`src/rtl/alu_issue_ctrl_pkg.sv`:
```
// Shared definitions for the alu issue controller and the alu it drives.
// Holds the alu opcodes and the controller state encoding.
package alu_issue_ctrl_pkg;

    localparam logic [1:0] ALU_ADD = 2'd0;
    localparam logic [1:0] ALU_SUB = 2'd1;
    localparam logic [1:0] ALU_MUL = 2'd2;
    localparam logic [1:0] ALU_SHL = 2'd3;

    typedef enum logic [2:0] {
        ST_IDLE  = 3'd0,
        ST_EXEC1 = 3'd1,
        ST_EXEC2 = 3'd2,
        ST_EXEC3 = 3'd3,
        ST_RESP  = 3'd4
    } state_t;

endpackage

```
`src/rtl/alu_issue_ctrl.sv`:
```
// Command front end for the alu: issues one op, waits out the alu
// result and its late zero flag, returns both on a response port.
module alu_issue_ctrl
    import alu_issue_ctrl_pkg::*;
#(
    parameter int N              = 8,
    parameter int width_of_index = 4
) (
    input  logic         clk,
    input  logic         rst_n,
    input  logic         cmd_valid,
    output logic         cmd_ready,
    input  logic [1:0]   cmd_op,
    input  logic [N-1:0] cmd_a,
    input  logic [N-1:0] cmd_b,
    input  logic         cmd_use_acc,
    input  logic         acc_clr,
    output logic         rsp_valid,
    input  logic         rsp_ready,
    output logic [N-1:0] rsp_data,
    output logic         rsp_zero,
    output logic [N-1:0] alu_in1,
    output logic [N-1:0] alu_in2,
    output logic [1:0]   alu_op,
    input  logic [N-1:0] alu_out,
    input  logic [N-1:0] alu_z,
    output logic         busy,
    output logic [15:0]  op_count
);

    state_t       state_q;
    logic [N-1:0] in1_q;
    logic [N-1:0] in2_q;
    logic [1:0]   op_q;
    logic [N-1:0] data_q;
    logic         zero_q;
    logic         valid_q;
    logic [N-1:0] acc_q;
    logic [15:0]  cnt_q;

    // shift amount lives in the alu; upper z bits are never consulted
    logic unused_bits;
    assign unused_bits = ^alu_z[N-1:1] ^ width_of_index[0];

    always_ff @(posedge clk or negedge rst_n) begin
        if (!rst_n) begin
            state_q <= ST_IDLE;
            in1_q   <= '0;
            in2_q   <= '0;
            op_q    <= ALU_ADD;
            data_q  <= '0;
            zero_q  <= 1'b0;
            valid_q <= 1'b0;
            acc_q   <= '0;
            cnt_q   <= '0;
        end else begin
            if (acc_clr) begin
                acc_q <= '0;
            end
            unique case (state_q)
                ST_IDLE: begin
                    if (cmd_valid) begin
                        op_q    <= cmd_op;
                        in2_q   <= cmd_b;
                        // a same-edge clear is forwarded to the operand
                        if (cmd_use_acc) begin
                            in1_q <= acc_clr ? '0 : acc_q;
                        end else begin
                            in1_q <= cmd_a;
                        end
                        state_q <= ST_EXEC1;
                    end
                end
                ST_EXEC1: begin
                    state_q <= ST_EXEC2;
                end
                ST_EXEC2: begin
                    data_q  <= alu_out;
                    acc_q   <= alu_out;
                    state_q <= ST_EXEC3;
                end
                ST_EXEC3: begin
                    zero_q  <= alu_z[0];
                    valid_q <= 1'b1;
                    state_q <= ST_RESP;
                end
                ST_RESP: begin
                    if (rsp_ready) begin
                        valid_q <= 1'b0;
                        cnt_q   <= cnt_q + 16'd1;
                        state_q <= ST_IDLE;
                    end
                end
                default: begin
                    state_q <= ST_IDLE;
                end
            endcase
        end
    end

    assign cmd_ready = (state_q == ST_IDLE);
    assign busy      = (state_q != ST_IDLE);
    assign rsp_valid = valid_q;
    assign rsp_data  = data_q;
    assign rsp_zero  = zero_q;
    assign alu_in1   = in1_q;
    assign alu_in2   = in2_q;
    assign alu_op    = op_q;
    assign op_count  = cnt_q;

endmodule

```
`config.mk`:
```
export PLATFORM = sky130hd
export DESIGN_NAME = alu_issue_ctrl
export DESIGN_NICKNAME = d
export VERILOG_FILES = /design/src/rtl/alu_issue_ctrl_pkg.sv /design/src/rtl/alu_issue_ctrl.sv
export SDC_FILE = /design/constraint.sdc
export NUM_CORES = 1
export LEC_CHECK = 0
export ABC_AREA = 1
export CAP_MARGIN = 10
export CORE_UTILIZATION = 48
export DETAILED_ROUTE_END_ITERATION = 16
export PLACE_DENSITY = 0.84
export SYNTH_ARGS = -nofsm -noshare
export SYNTH_HDL_FRONTEND = slang
export SYNTH_SLANG_ARGS = --single-unit
```
`constraint.sdc`:
```
create_clock -name clk -period 2.3 [get_ports clk]
set_clock_uncertainty 0.05 [all_clocks]
set_input_delay 0.46 -clock clk [delete_from_list [all_inputs] [get_ports clk]]
set_output_delay 0.46 -clock clk [all_outputs]
set_load 0.02 [all_outputs]
```
; Yosys cells after proc, flatten, opt, wreduce, memory -nomap -nowiden
; Cells that the tools add are included.
[op_classes]
n_addsub = 1
n_mul = 0
n_div = 0
magnitude_cmp = 0
eq_ne = 6
shift = 0
muxes = 8
bitwise_logic = 0
n_reduce_logical = 7
[ops]
columns = op, n
row1 = 2-to-1 mux 8 bit, 3
row2 = adder 16 x 1 -> 16 bit (second input constant), 1
row3 = one-hot mux 3 bit (5 select lines), 1
row4 = AND reduction 2 bit, 4
row5 = == test 3 x 2 -> 1 bit (second input constant), 2
row6 = 2-to-1 mux 3 bit, 2
row7 = inequality test 2 bit (second input constant), 2
row8 = == test 3 x 1 -> 1 bit (second input constant), 1
row9 = == test 3 bit (second input constant), 1
row10 = zero test 3 bit, 1
row11 = nonzero test 3 bit, 1
row12 = one-hot mux 1 bit (2 select lines), 1
row13 = nonzero test 2 bit, 1
row14 = 2-to-1 mux 1 bit, 1
[word_totals]
register_bits = 55
latch_bits = 0
ramBits = 0
mem_bits_ro = 0
inputBits = 40
output_inout_bits = 46
memories = 0

; Longest topological paths before layout
; Gate-level depths: netlist of run 1.
[logic_depth]
ltp_word = 3
mapped_depth = 8
mapped_depth_nobuf = 8

; Worst setup path before layout of run 1
; Ideal clock, no wire load.
[synth_timing]
kind = flip-flop to flip-flop
startpoint = register cnt_q[0] (netlist: op_count[0])
endpoint = register cnt_q[10] (netlist: op_count[10])
setup_time_ns = 0.117
arrival_ns = 1.291
path_slack_ns = 0.842
stages_incl_launch_ff = 9
path_buffers = 0
period_less_slack_ns = 1.458
cell_sequence = dfrtp_1 ha_1 inv_1 nor2_2 nand2_1 nor2_4 nand3_1 nand2_1 nand2_1
[synth_between]
elab_chain_cells = 1
[synth_lines]
columns = item, line_no
row1 = "start, declared", alu_issue_ctrl.sv:39  ; logic [15:0] cnt_q;
row2 = "start signal, assigned", alu_issue_ctrl.sv:90  ; cnt_q <= cnt_q + 16'd1;
row3 = adder 16 x 1 -> 16 bit, alu_issue_ctrl.sv:90
; No other way between the ends.
; A chain may end at the register's enable or synchronous reset.

; Worst setup path after layout of run 1
[layout_timing]
startpoint = register state_q[0]
endpoint = output port cmd_ready
[layout_between]
elab_chain_cells = 1
[layout_lines]
columns = item, line_no
row1 = "start, declared", alu_issue_ctrl.sv:31  ; state_t state_q;
row2 = "start signal, assigned", alu_issue_ctrl.sv:47  ; state_q <= ST_IDLE;
row3 = "start signal, assigned", alu_issue_ctrl.sv:71  ; state_q <= ST_EXEC1;
row4 = "start signal, assigned", alu_issue_ctrl.sv:75  ; state_q <= ST_EXEC2;
row5 = zero test 3 bit, alu_issue_ctrl.sv:101  ; assign cmd_ready = (state_q == ST_IDLE);
row6 = "end, declared", alu_issue_ctrl.sv:12  ; output logic cmd_ready,
; No other way between the ends.

==> summary.md, run 1 <==
| Metric | Value |
|---|---|
| Number of cells on the worst reg-to-reg path | `5` |
| Class of the tightest hold or removal check | `in2async` |
| Reg-to-reg startpoint | `state_q[0]` |
| Post-DR vias/cell | `4.91` |
| Worst Setup EP | `cmd_ready` |
| RSZ-0062 raised after global routing | `no` |
| Placer congestion estimate | `0.790` |
| Mapped Avg Cell Area | `8.67 um2` |
| Total of warnings raised by yosys | `0` |
| Sequential share of the synthesized area | `55.9%` |
| Cell Rows | `25` |
| Area growth, synth to finish | `38.9%` |
| I/O pins | `86` |
| Worst IR drop on VDD | `0.621 mV` |
| Sequential Area | `0.00138 mm2` |
| Antenna violation net count after detailed routing | `0` |
| Share of post-route cells with drive strength above 1 | `7.38%` |
| Critical Path RT | `1.79 ns` |
| Top post-synthesis cells by area | `sky130_fd_sc_hd__dfrtp_1 56%, sky130_fd_sc_hd__nand2_1 18%, sky130_fd_sc_hd__o21ai_0 4.9%` |
| Per-cell routed wire length | `12.2 um` |
| Combined area of all synthesized cells | `0.00246 mm2` |
| Number of iterations in the first detailed-routing pass | `5` |
| Dominant cell by count in the synthesized netlist | `sky130_fd_sc_hd__nand2_1` |
| Global-route wire length before repair | `8640 um` |
| Total Nets Final | `406` |
| Num CTS Buffers | `5` |
| GRT Residual Overflow | `0` |
| Post-synthesis cell type with the largest combined area | `sky130_fd_sc_hd__dfrtp_1` |
| Die extent in x | `73.6 um` |
| Count of instances resized after the clock tree is built | `0` |
| Final critical delay including setup and external delays | `2.19 ns` |
| Count of endpoints failing setup in the final report | `0` |
| Transition at the pin with the smallest max-transition slack | `0.663 ns` |
| Maximum buffer depth of the clock tree | `2` |
| Final count of hold timing violations | `0` |
| CTS hold repair buffers | `0` |
| Pin count of the biggest net entering global routing | `56` |
| Count of max-cap constraint violations | `0` |
| Highest Clock Rate | `456 MHz` |
| Total area of multi-input combinational cells | `943 um2` |
| DR vias | `2125` |
| Count of state elements after synthesis | `55` |
| Number of global-route vias before repair | `2034` |
| Vertical extent of the die | `73.6 um` |
| Element type at the critical path start | `flop` |
| Root cell of the clock tree | `sky130_fd_sc_hd__clkbuf_8` |
| Kind of end point of the critical path | `primary output` |
| Clock tree sinks | `55` |
| Synthesized net count | `325` |
| Floorplan die area | `0.00542 mm2` |
| Global routing usage summed across all routing layers | `21.0%` |
| Status | `completed` |
| Main flop type after synthesis | `sky130_fd_sc_hd__dfrtp_1` |
| Critical path launch point | `state_q[0]` |
| Critical path fanouts, max | `4` |
| Number of buffers inserted to repair setup after CTS | `0` |
| Period utilisation layout | `95.3%` |
| Post-route worst setup slack | `0.108 ns` |
| Share of Yosys cell area claimed by the top area cell type | `55.9%` |
| Filler Cells Inserted | `399` |
| Starting density of the core | `51.1%` |
| Accumulated negative setup slack | `0 ns` |
| Final max-slew violation count | `0` |
| TritonCTS clock tree | `yes` |
| EDFF count, synth | `0` |
| Worst flop-to-flop path endpoint | `acc_q[0]` |
| H-tree levels | `2` |
| Detailed-route wire length | `5270 um` |
| Cell variety after synth | `26` |
| Worst-path clk slew | `0.10 ns` |
| Number of cells produced by synthesis | `284` |
| HPWL Detailed | `3770 um` |
| Post-placement setup slack | `0.451 ns` |
| Setup slack of the most critical reg-to-reg path | `0.82 ns` |
| Worst EP arrival | `1.68 ns` |
| Crit path kind | `reg2out` |
| Relative slew slack | `55.8%` |
| Power density cells | `1160 mW/mm2` |
| Core Box Area | `0.00482 mm2` |
| Count of input and output buffers | `78` |
| DRC Markers | `0` |
| Ant. Diodes | `0` |
| Most frequent cells after synthesis | `115 x sky130_fd_sc_hd__nand2_1, 55 x sky130_fd_sc_hd__dfrtp_1, 24 x sky130_fd_sc_hd__o21ai_0` |
| Clock insertion delay at the later pin of the skew report | `0.31 ns` |
| Async set-or-reset flop fraction in the synthesized netlist | `100%` |
| Static Leak | `1.63 nW` |
| Antenna violations before repair | `0` |
| Iteration-0 DRC count of the detailed router | `149` |
[cells in the final DEF (no fill, tap or decap), drive strengths merged]
cell type / instances
clkbuf: 6
nand3b: 1
ha: 1
buf: 3
nand4: 5
dfrtp: 55
xor2: 3
o21ai: 35
mux2: 1
bufinv: 2
nand2: 117
nor3: 1
inv: 25
nand3: 13
xnor2: 3
nor2: 18
clkdlybuf4s50: 77
[logic make-up after synthesis]
kind of cell	share of synthesized area, %
multiplexers	0.457
flip-flops	55.9
buffers and inverters	5.84
XOR/XNOR	2.13
AO/OA/AOI/OAI	7.42
AND/OR/NAND/NOR	27.8
adder cells (fa/ha/maj)	0.508
[worst max-delay path: stages (launching register included)]
cell                              delay [ns]
sky130_fd_sc_hd__dfrtp_1                0.45
sky130_fd_sc_hd__nor2_2                 0.17
sky130_fd_sc_hd__nand2_2                0.08
sky130_fd_sc_hd__inv_2                  0.08
sky130_fd_sc_hd__clkdlybuf4s50_1        0.60
[sequential cells by signal, indices dropped and copies added (netlist names)]
register	flops
rsp_data	8
rsp_zero	1
rsp_valid	1
acc_q	8
alu_in1	8
state_q	3
op_count	16
alu_op	2
alu_in2	8
[layer usage]
| metal | wire (um) | track usage [%] | up-vias | share of wire [%] |
|---|---|---|---|---|
| met5 | 0 | 0 | - | 0 |
| met4 | 41 | 6.41 | 0 | 0.78 |
| met3 | 409 | 6.31 | 6 | 7.8 |
| met2 | 2570 | 36.9 | 78 | 49 |
| met1 | 2250 | 24.7 | 986 | 43 |
| li1 | - | - | 1055 | - |
[report_power, final]
part / internal, mW / switching [mW]
combinational: 0.743 / 0.950
clock: 0.435 / 0.309
sequential: 1.31 / 0.217
[how the worst min path moves through the flow]
stage	startpoint	end	depth (start not counted)
after CTS	rst_n	alu_in2[1]	2
after global placement	rsp_valid	rsp_valid	2
after global routing	rst_n	alu_in2[1]	2
final	rst_n	alu_in2[7]	2
after detailed placement	alu_in2[1]	alu_in2[1]	2
after floorplan	rst_n	acc_q[0]	0
[area by class of cell]
class	count	share of cell area (%)
Clock buffer	6	2.12
Clock inverter	2	1.76
Inverter	25	2.74
Multi-Input combinational cell	198	27.6
Sequential cell	55	40.2
Tap cell	67	2.45
Timing Repair Buffer	80	23.1
[stage by stage]
stage	hold slack [ns]	instance area (um2)	std cells	total power [mW]	util [%]
3_3_place_gp	0.410	3290	425	3.19	68.3
6_report	0.222	3420	433	3.96	71.0
2_1_floorplan	0.114	2460	284	2.50	-
4_1_cts	0.242	3420	433	3.99	71.0
3_5_place_dp	0.414	3290	425	3.24	68.3
5_1_grt	0.277	3420	433	4.20	71.0
Power figures use the tool's default switching activity.
==> run 2: changes to the inputs <==
Settings changed: PLACE_DENSITY 0.84 to 0.83.
==> summary.md, run 2 (synthesis gave the netlist of run 1 again) <==
| Metric | Value |
|---|---|
| Status | `completed (unchanged)` |
| Vertical extent of the die | `73.6 um (unchanged)` |
| Post-route worst setup slack | `0.108 ns (about the same)` |
| Ant. Diodes | `0 (unchanged)` |
| Period utilisation layout | `95.3% (about the same)` |
| Hold WS | `0.0789 ns (was 0.222 ns)` |
| Class of the tightest hold or removal check | `in2async (unchanged)` |
| Largest register FFs | `16 (unchanged)` |
| DR vias | `2135 (was 2125)` |
| Slowest CP cell | `sky130_fd_sc_hd__clkdlybuf4s50_1 (unchanged)` |
| Worst-path clk slew | `0.09 ns (was 0.10 ns)` |
| CTS hold repair buffers | `0 (unchanged)` |
| Most frequent cells in the layout | `115 x sky130_fd_sc_hd__nand2_1, 77 x sky130_fd_sc_hd__clkdlybuf4s50_1, 55 x sky130_fd_sc_hd__dfrtp_1, 24 x sky130_fd_sc_hd__o21ai_0, 21 x sky130_fd_sc_hd__inv_1 (unchanged)` |
| Critical Path RT | `1.79 ns (about the same)` |
| Antenna violation net count after detailed routing | `0 (unchanged)` |
| Total Nets Final | `407 (was 406)` |
| Highest Clock Rate | `456 MHz (about the same)` |
| Design Power | `3.79 mW (was 3.96 mW)` |
| Post-placement setup slack | `0.435 ns (was 0.451 ns)` |
| Floorplan die area | `0.00542 mm2 (unchanged)` |
| Final count of hold timing violations | `0 (unchanged)` |
| Power density cells | `1120 mW/mm2 (was 1160 mW/mm2)` |
| Global routing usage summed across all routing layers | `21.8% (was 21.0%)` |
| RSZ-0062 raised after global routing | `no (unchanged)` |
| Root cell of the clock tree | `sky130_fd_sc_hd__clkbuf_8 (unchanged)` |
| Starting density of the core | `51.1% (unchanged)` |
| H-tree levels | `2 (unchanged)` |
| Core Box Area | `0.00482 mm2 (unchanged)` |
| Share of post-route cells with drive strength above 1 | `7.63% (was 7.38%)` |
| Routed wire length on met2 | `2750 um (was 2570 um)` |
| Worst IR drop on VDD | `0.686 mV (was 0.621 mV)` |
| Relative slew slack | `63.9% (was 55.8%)` |
| Antenna violations before repair | `0 (unchanged)` |
| DR top layer | `met4 (unchanged)` |
| Post-DR vias/cell | `4.92 (was 4.91)` |
| List of cells traversed by the critical path | `nor2_2 -> nand2_2 -> inv_2 -> clkdlybuf4s50_1 (unchanged)` |
| Die extent in x | `73.6 um (unchanged)` |
| Num CTS Buffers | `5 (unchanged)` |
| Area growth, synth to finish | `37.8% (was 38.9%)` |
| Detailed-route wire length | `5350 um (was 5270 um)` |
| Global-route wire length before repair | `8910 um (was 8640 um)` |
| I/O pins | `86 (unchanged)` |
| GRT Residual Overflow | `0 (unchanged)` |
| Element type at the critical path start | `flop (unchanged)` |
| DRC Markers | `0 (unchanged)` |
| Number of iterations in the first detailed-routing pass | `4 (was 5)` |
| HPWL Detailed | `3990 um (was 3770 um)` |
| Count of endpoints failing setup in the final report | `0 (unchanged)` |
| Worst EP arrival | `1.68 ns (about the same)` |
| Commonest non-fill, non-tap cell in the layout | `sky130_fd_sc_hd__nand2_1 (unchanged)` |
| Number of buffers inserted to repair setup after CTS | `0 (unchanged)` |
| Final max-slew violation count | `0 (unchanged)` |
| Critical path fanouts, max | `4 (unchanged)` |
| Static Leak | `1.62 nW (was 1.63 nW)` |
| Delay of the slowest cell on the worst path | `0.60 ns (about the same)` |
| Kind of end point of the critical path | `primary output (unchanged)` |
| Cell Rows | `25 (unchanged)` |
| Clock tree sinks | `55 (unchanged)` |
| TritonCTS clock tree | `yes (unchanged)` |
| Iteration-0 DRC count of the detailed router | `136 (was 149)` |
| Placer congestion estimate | `0.791 (was 0.790)` |
| Count of input and output buffers | `78 (unchanged)` |
| Pin count of the biggest net entering global routing | `28 (was 56)` |
| Accumulated negative setup slack | `0 ns (unchanged)` |
| Crit path kind | `reg2out (unchanged)` |
| Clock insertion delay at the later pin of the skew report | `0.30 ns (was 0.31 ns)` |
| Maximum buffer depth of the clock tree | `2 (unchanged)` |
| Length of routed met3 wiring | `330 um (was 409 um)` |
| Count of instances resized after the clock tree is built | `0 (unchanged)` |
| Final critical delay including setup and external delays | `2.19 ns (about the same)` |
| Transition at the pin with the smallest max-transition slack | `0.542 ns (was 0.663 ns)` |
| Per-cell routed wire length | `12.3 um (was 12.2 um)` |
| Met1 layer wirelength in the final routing | `2210 um (was 2250 um)` |
| Count of max-cap constraint violations | `0 (unchanged)` |
| Number of global-route vias before repair | `2047 (was 2034)` |
[run 2: cell types whose count changed in the layout (fill, tap and decap cells not counted), sizes merged]
cell / before / now
bufinv: 2 / 0
buf: 3 / 4
clkbuf: 6 / 8
[run 2: routing by layer]
layer / vias to the layer above / global-route usage (%)
met5: - / 0
met1: 999 / 25.9
li1: 1058 / -
met4: 0 / 7.48
met3: 6 / 4.80
met2: 72 / 38.7
[run 2: power by group]
group / total, mW / leakage [nW] / switching (mW) / internal (mW)
registers: 1.52 / 0.695 / 0.215 / 1.31
clock network: 0.573 / 0.0515 / 0.298 / 0.275
logic: 1.69 / 0.873 / 0.950 / 0.745
[run 2: path summary, 6_finish.rpt]
| check | startpoint | end | slack [ns] | cells past startpoint |
|---|---|---|---|---|
| max in group asynchronous | rst_n | rsp_data[1] | 1.49 | 2 |
| setup / recovery | state_q[0] | cmd_ready | 0.11 | 4 |
| hold reg to reg | alu_in2[4] | alu_in2[4] | 0.43 | 2 |
| setup reg to reg | op_count[1] | op_count[10] | 0.82 | 8 |
| hold / removal | rst_n | op_count[4] | 0.08 | 1 |
| min in group clk | alu_in2[4] | alu_in2[4] | 0.43 | 2 |
[run 2: layout make-up]
type,count,area (um2)
Clock buffer,8,100
Fill cell,402,1420
Inverter,25,93.8
Multi-Input combinational cell,198,943
Sequential cell,55,1380
Tap cell,67,83.8
Timing Repair Buffer,81,798
[run 2: worst max-delay path: cells and delay by family (launching register included)]
family,cells,cell delay (ns)
buffers and inverters,2,0.68
flip-flops,1,0.45
AND/OR/NAND/NOR,2,0.25
[run 2: metrics by stage]
stage,cell area (um2),utilization [%],instances
2_1_floorplan,2460,-,284
3_3_place_gp,3300,68.4,426
3_5_place_dp,3300,68.4,426
4_1_cts,3400,70.5,434
5_1_grt,3400,70.5,434
6_report,3400,70.5,434
==> run 3: changes to the inputs <==
Settings changed: CELL_PAD_IN_SITES_DETAIL_PLACEMENT set to 0, CELL_PAD_IN_SITES_GLOBAL_PLACEMENT set to 1, CORE_UTILIZATION 48 to 35, PLACE_DENSITY 0.83 to 0.84.
==> summary.md, run 3 (synthesis gave the netlist of run 1 again) <==
| Metric | Value |
|---|---|
| Most frequent cells in the layout | `115 x sky130_fd_sc_hd__nand2_1, 77 x sky130_fd_sc_hd__clkdlybuf4s50_1, 55 x sky130_fd_sc_hd__dfrtp_1, 24 x sky130_fd_sc_hd__o21ai_0, 21 x sky130_fd_sc_hd__inv_1 (unchanged)` |
| I/O pins | `86 (unchanged)` |
| Per-cell routed wire length | `11.6 um (was 12.3 um)` |
| Final count of hold timing violations | `0 (unchanged)` |
| Number of global-route vias before repair | `2028 (was 2047)` |
| Relative slew slack | `62.4% (was 63.9%)` |
| Post-placement setup slack | `0.440 ns (was 0.435 ns)` |
| Clock insertion delay at the later pin of the skew report | `0.30 ns (about the same)` |
| Worst Setup EP | `cmd_ready (unchanged)` |
| Placer congestion estimate | `0.786 (was 0.791)` |
| Count of endpoints failing setup in the final report | `0 (unchanged)` |
| Antenna violation net count after detailed routing | `0 (unchanged)` |
| CTS hold repair buffers | `0 (unchanged)` |
| Vertical extent of the die | `85.9 um (was 73.6 um)` |
| Accumulated negative setup slack | `0 ns (unchanged)` |
| Reg-to-reg startpoint | `op_count[0] (was op_count[1])` |
| Top cell family by delay on the critical path | `buffers and inverters (unchanged)` |
| H-tree levels | `2 (unchanged)` |
| Class of the tightest hold or removal check | `in2async (unchanged)` |
| Iteration-0 DRC count of the detailed router | `97 (was 136)` |
| DRC Markers | `0 (unchanged)` |
| Count of input and output buffers | `78 (unchanged)` |
| Critical Path RT | `1.79 ns (about the same)` |
| Root cell of the clock tree | `sky130_fd_sc_hd__clkbuf_8 (unchanged)` |
| WP buf/inv | `2 (unchanged)` |
| Status | `completed (unchanged)` |
| TritonCTS clock tree | `yes (unchanged)` |
| Worst EP arrival | `1.68 ns (about the same)` |
| Global-route wire length before repair | `9330 um (was 8910 um)` |
| Highest Clock Rate | `456 MHz (about the same)` |
| List of cells traversed by the critical path | `nor2_2 -> nand2_2 -> inv_2 -> clkdlybuf4s50_1 (unchanged)` |
| Commonest non-fill, non-tap cell in the layout | `sky130_fd_sc_hd__nand2_1 (unchanged)` |
| Number of iterations in the first detailed-routing pass | `6 (was 4)` |
| Hold WS | `0.0873 ns (was 0.0789 ns)` |
| Maximum buffer depth of the clock tree | `2 (unchanged)` |
| Floorplan die area | `0.00738 mm2 (was 0.00542 mm2)` |
| Post-DR vias/cell | `4.51 (was 4.92)` |
| Starting density of the core | `36.3% (was 51.1%)` |
| Area growth, synth to finish | `39.5% (was 37.8%)` |
| Total Nets Final | `406 (was 407)` |
| Antenna violations before repair | `0 (unchanged)` |
| Routed wire length on met2 | `2560 um (was 2750 um)` |
| Pin count of the biggest net entering global routing | `33 (was 28)` |
| Final critical delay including setup and external delays | `2.19 ns (about the same)` |
| Length of routed met3 wiring | `326 um (was 330 um)` |
| Power density cells | `1100 mW/mm2 (was 1120 mW/mm2)` |
| RSZ-0062 raised after global routing | `no (unchanged)` |
| Delay of the slowest cell on the worst path | `0.60 ns (about the same)` |
| Num CTS Buffers | `5 (unchanged)` |
| Clock tree sinks | `55 (unchanged)` |
| Largest register FFs | `16 (unchanged)` |
| Die extent in x | `85.9 um (was 73.6 um)` |
| Worst-path clk slew | `0.09 ns (about the same)` |
| Post-route worst setup slack | `0.109 ns (was 0.108 ns)` |
| HPWL Detailed | `4070 um (was 3990 um)` |
| Critical path fanouts, max | `4 (unchanged)` |
| Kind of end point of the critical path | `primary output (unchanged)` |
| Count of instances resized after the clock tree is built | `0 (unchanged)` |
| Detailed-route wire length | `5370 um (was 5350 um)` |
| Final std cell area, no fill | `0.00344 mm2 (was 0.00340 mm2)` |
| Count of max-cap constraint violations | `0 (unchanged)` |
| Worst IR drop on VDD | `0.833 mV (was 0.686 mV)` |
| Filler Cells Inserted | `639 (was 402)` |
| Period utilisation layout | `95.3% (about the same)` |
| Global routing usage summed across all routing layers | `16.0% (was 21.8%)` |
| Slowest CP cell | `sky130_fd_sc_hd__clkdlybuf4s50_1 (unchanged)` |
| Critical path launch point | `state_q[0] (unchanged)` |
| DR top layer | `met4 (unchanged)` |
| Crit. path cell count | `4 (unchanged)` |
| Worst flop-to-flop path endpoint | `op_count[10] (unchanged)` |
| Cell Rows | `30 (was 25)` |
| Cell area after placement | `0.00334 mm2 (was 0.00330 mm2)` |
| Met1 layer wirelength in the final routing | `2430 um (was 2210 um)` |
| Core Box Area | `0.00679 mm2 (was 0.00482 mm2)` |
| Final core occ | `50.6% (was 70.5%)` |
| Final max-slew violation count | `0 (unchanged)` |
| Element type at the critical path start | `flop (unchanged)` |
| Crit path kind | `reg2out (unchanged)` |
| DR vias | `2085 (was 2135)` |
| Setup slack of the most critical reg-to-reg path | `0.80 ns (was 0.82 ns)` |
| Number of buffers inserted to repair setup after CTS | `0 (unchanged)` |
| Number of cells on the worst reg-to-reg path | `8 (unchanged)` |
| GRT Residual Overflow | `0 (unchanged)` |
| Share of post-route cells with drive strength above 1 | `7.38% (was 7.63%)` |
| Sequential Area | `0.00138 mm2 (unchanged)` |
| Ant. Diodes | `0 (unchanged)` |
| Static Leak | `1.62 nW (about the same)` |
| Total area of multi-input combinational cells | `943 um2 (unchanged)` |
| Transition at the pin with the smallest max-transition slack | `0.564 ns (was 0.542 ns)` |
run 3: changes by cell type in the layout (fill, tap and decap cells not counted), sizes merged:
cell and delta:
buf -1
run 3: layout make-up:
class                   count  area share (%)
flip-flops and latches     55            40.0
multi-input cells         198            27.4
repair buffers             80            23.4
well taps                  96            3.49
clock buffers               8            2.91
inverters                  25            2.73
run 3: worst min-delay path by stage:
stage | endpoint | slack [ns] | from | cells after the start
2_1_floorplan | acc_q[0] | 0.11 | rst_n | 0
4_1_cts | alu_in2[4] | 0.10 | rst_n | 1
3_5_place_dp | alu_in2[0] | 0.42 | alu_in2[0] | 2
5_1_grt | alu_in2[0] | 0.13 | rst_n | 1
3_3_place_gp | alu_op[1] | 0.41 | alu_op[1] | 2
6_report | alu_in2[4] | 0.09 | rst_n | 1
run 3: power by group:
group / internal (mW) / total (mW) / switching, mW
sequential: 1.31 / 1.52 / 0.215
combinational: 0.745 / 1.69 / 0.943
clock: 0.276 / 0.577 / 0.301
total: 2.33 / 3.79 / 1.46
run 3: per-layer routing:
metal	vias to the layer above	track usage [%]
met3	6	4.04
met4	0	5.15
li1	1061	-
met5	-	0
met2	65	26.6
met1	953	20.5
run 3: through the flow:
stage	cells	power (mW)
2_1_floorplan	284	2.50
3_3_place_gp	454	3.22
3_5_place_dp	454	3.25
4_1_cts	462	3.84
5_1_grt	462	4.07
6_report	462	3.79
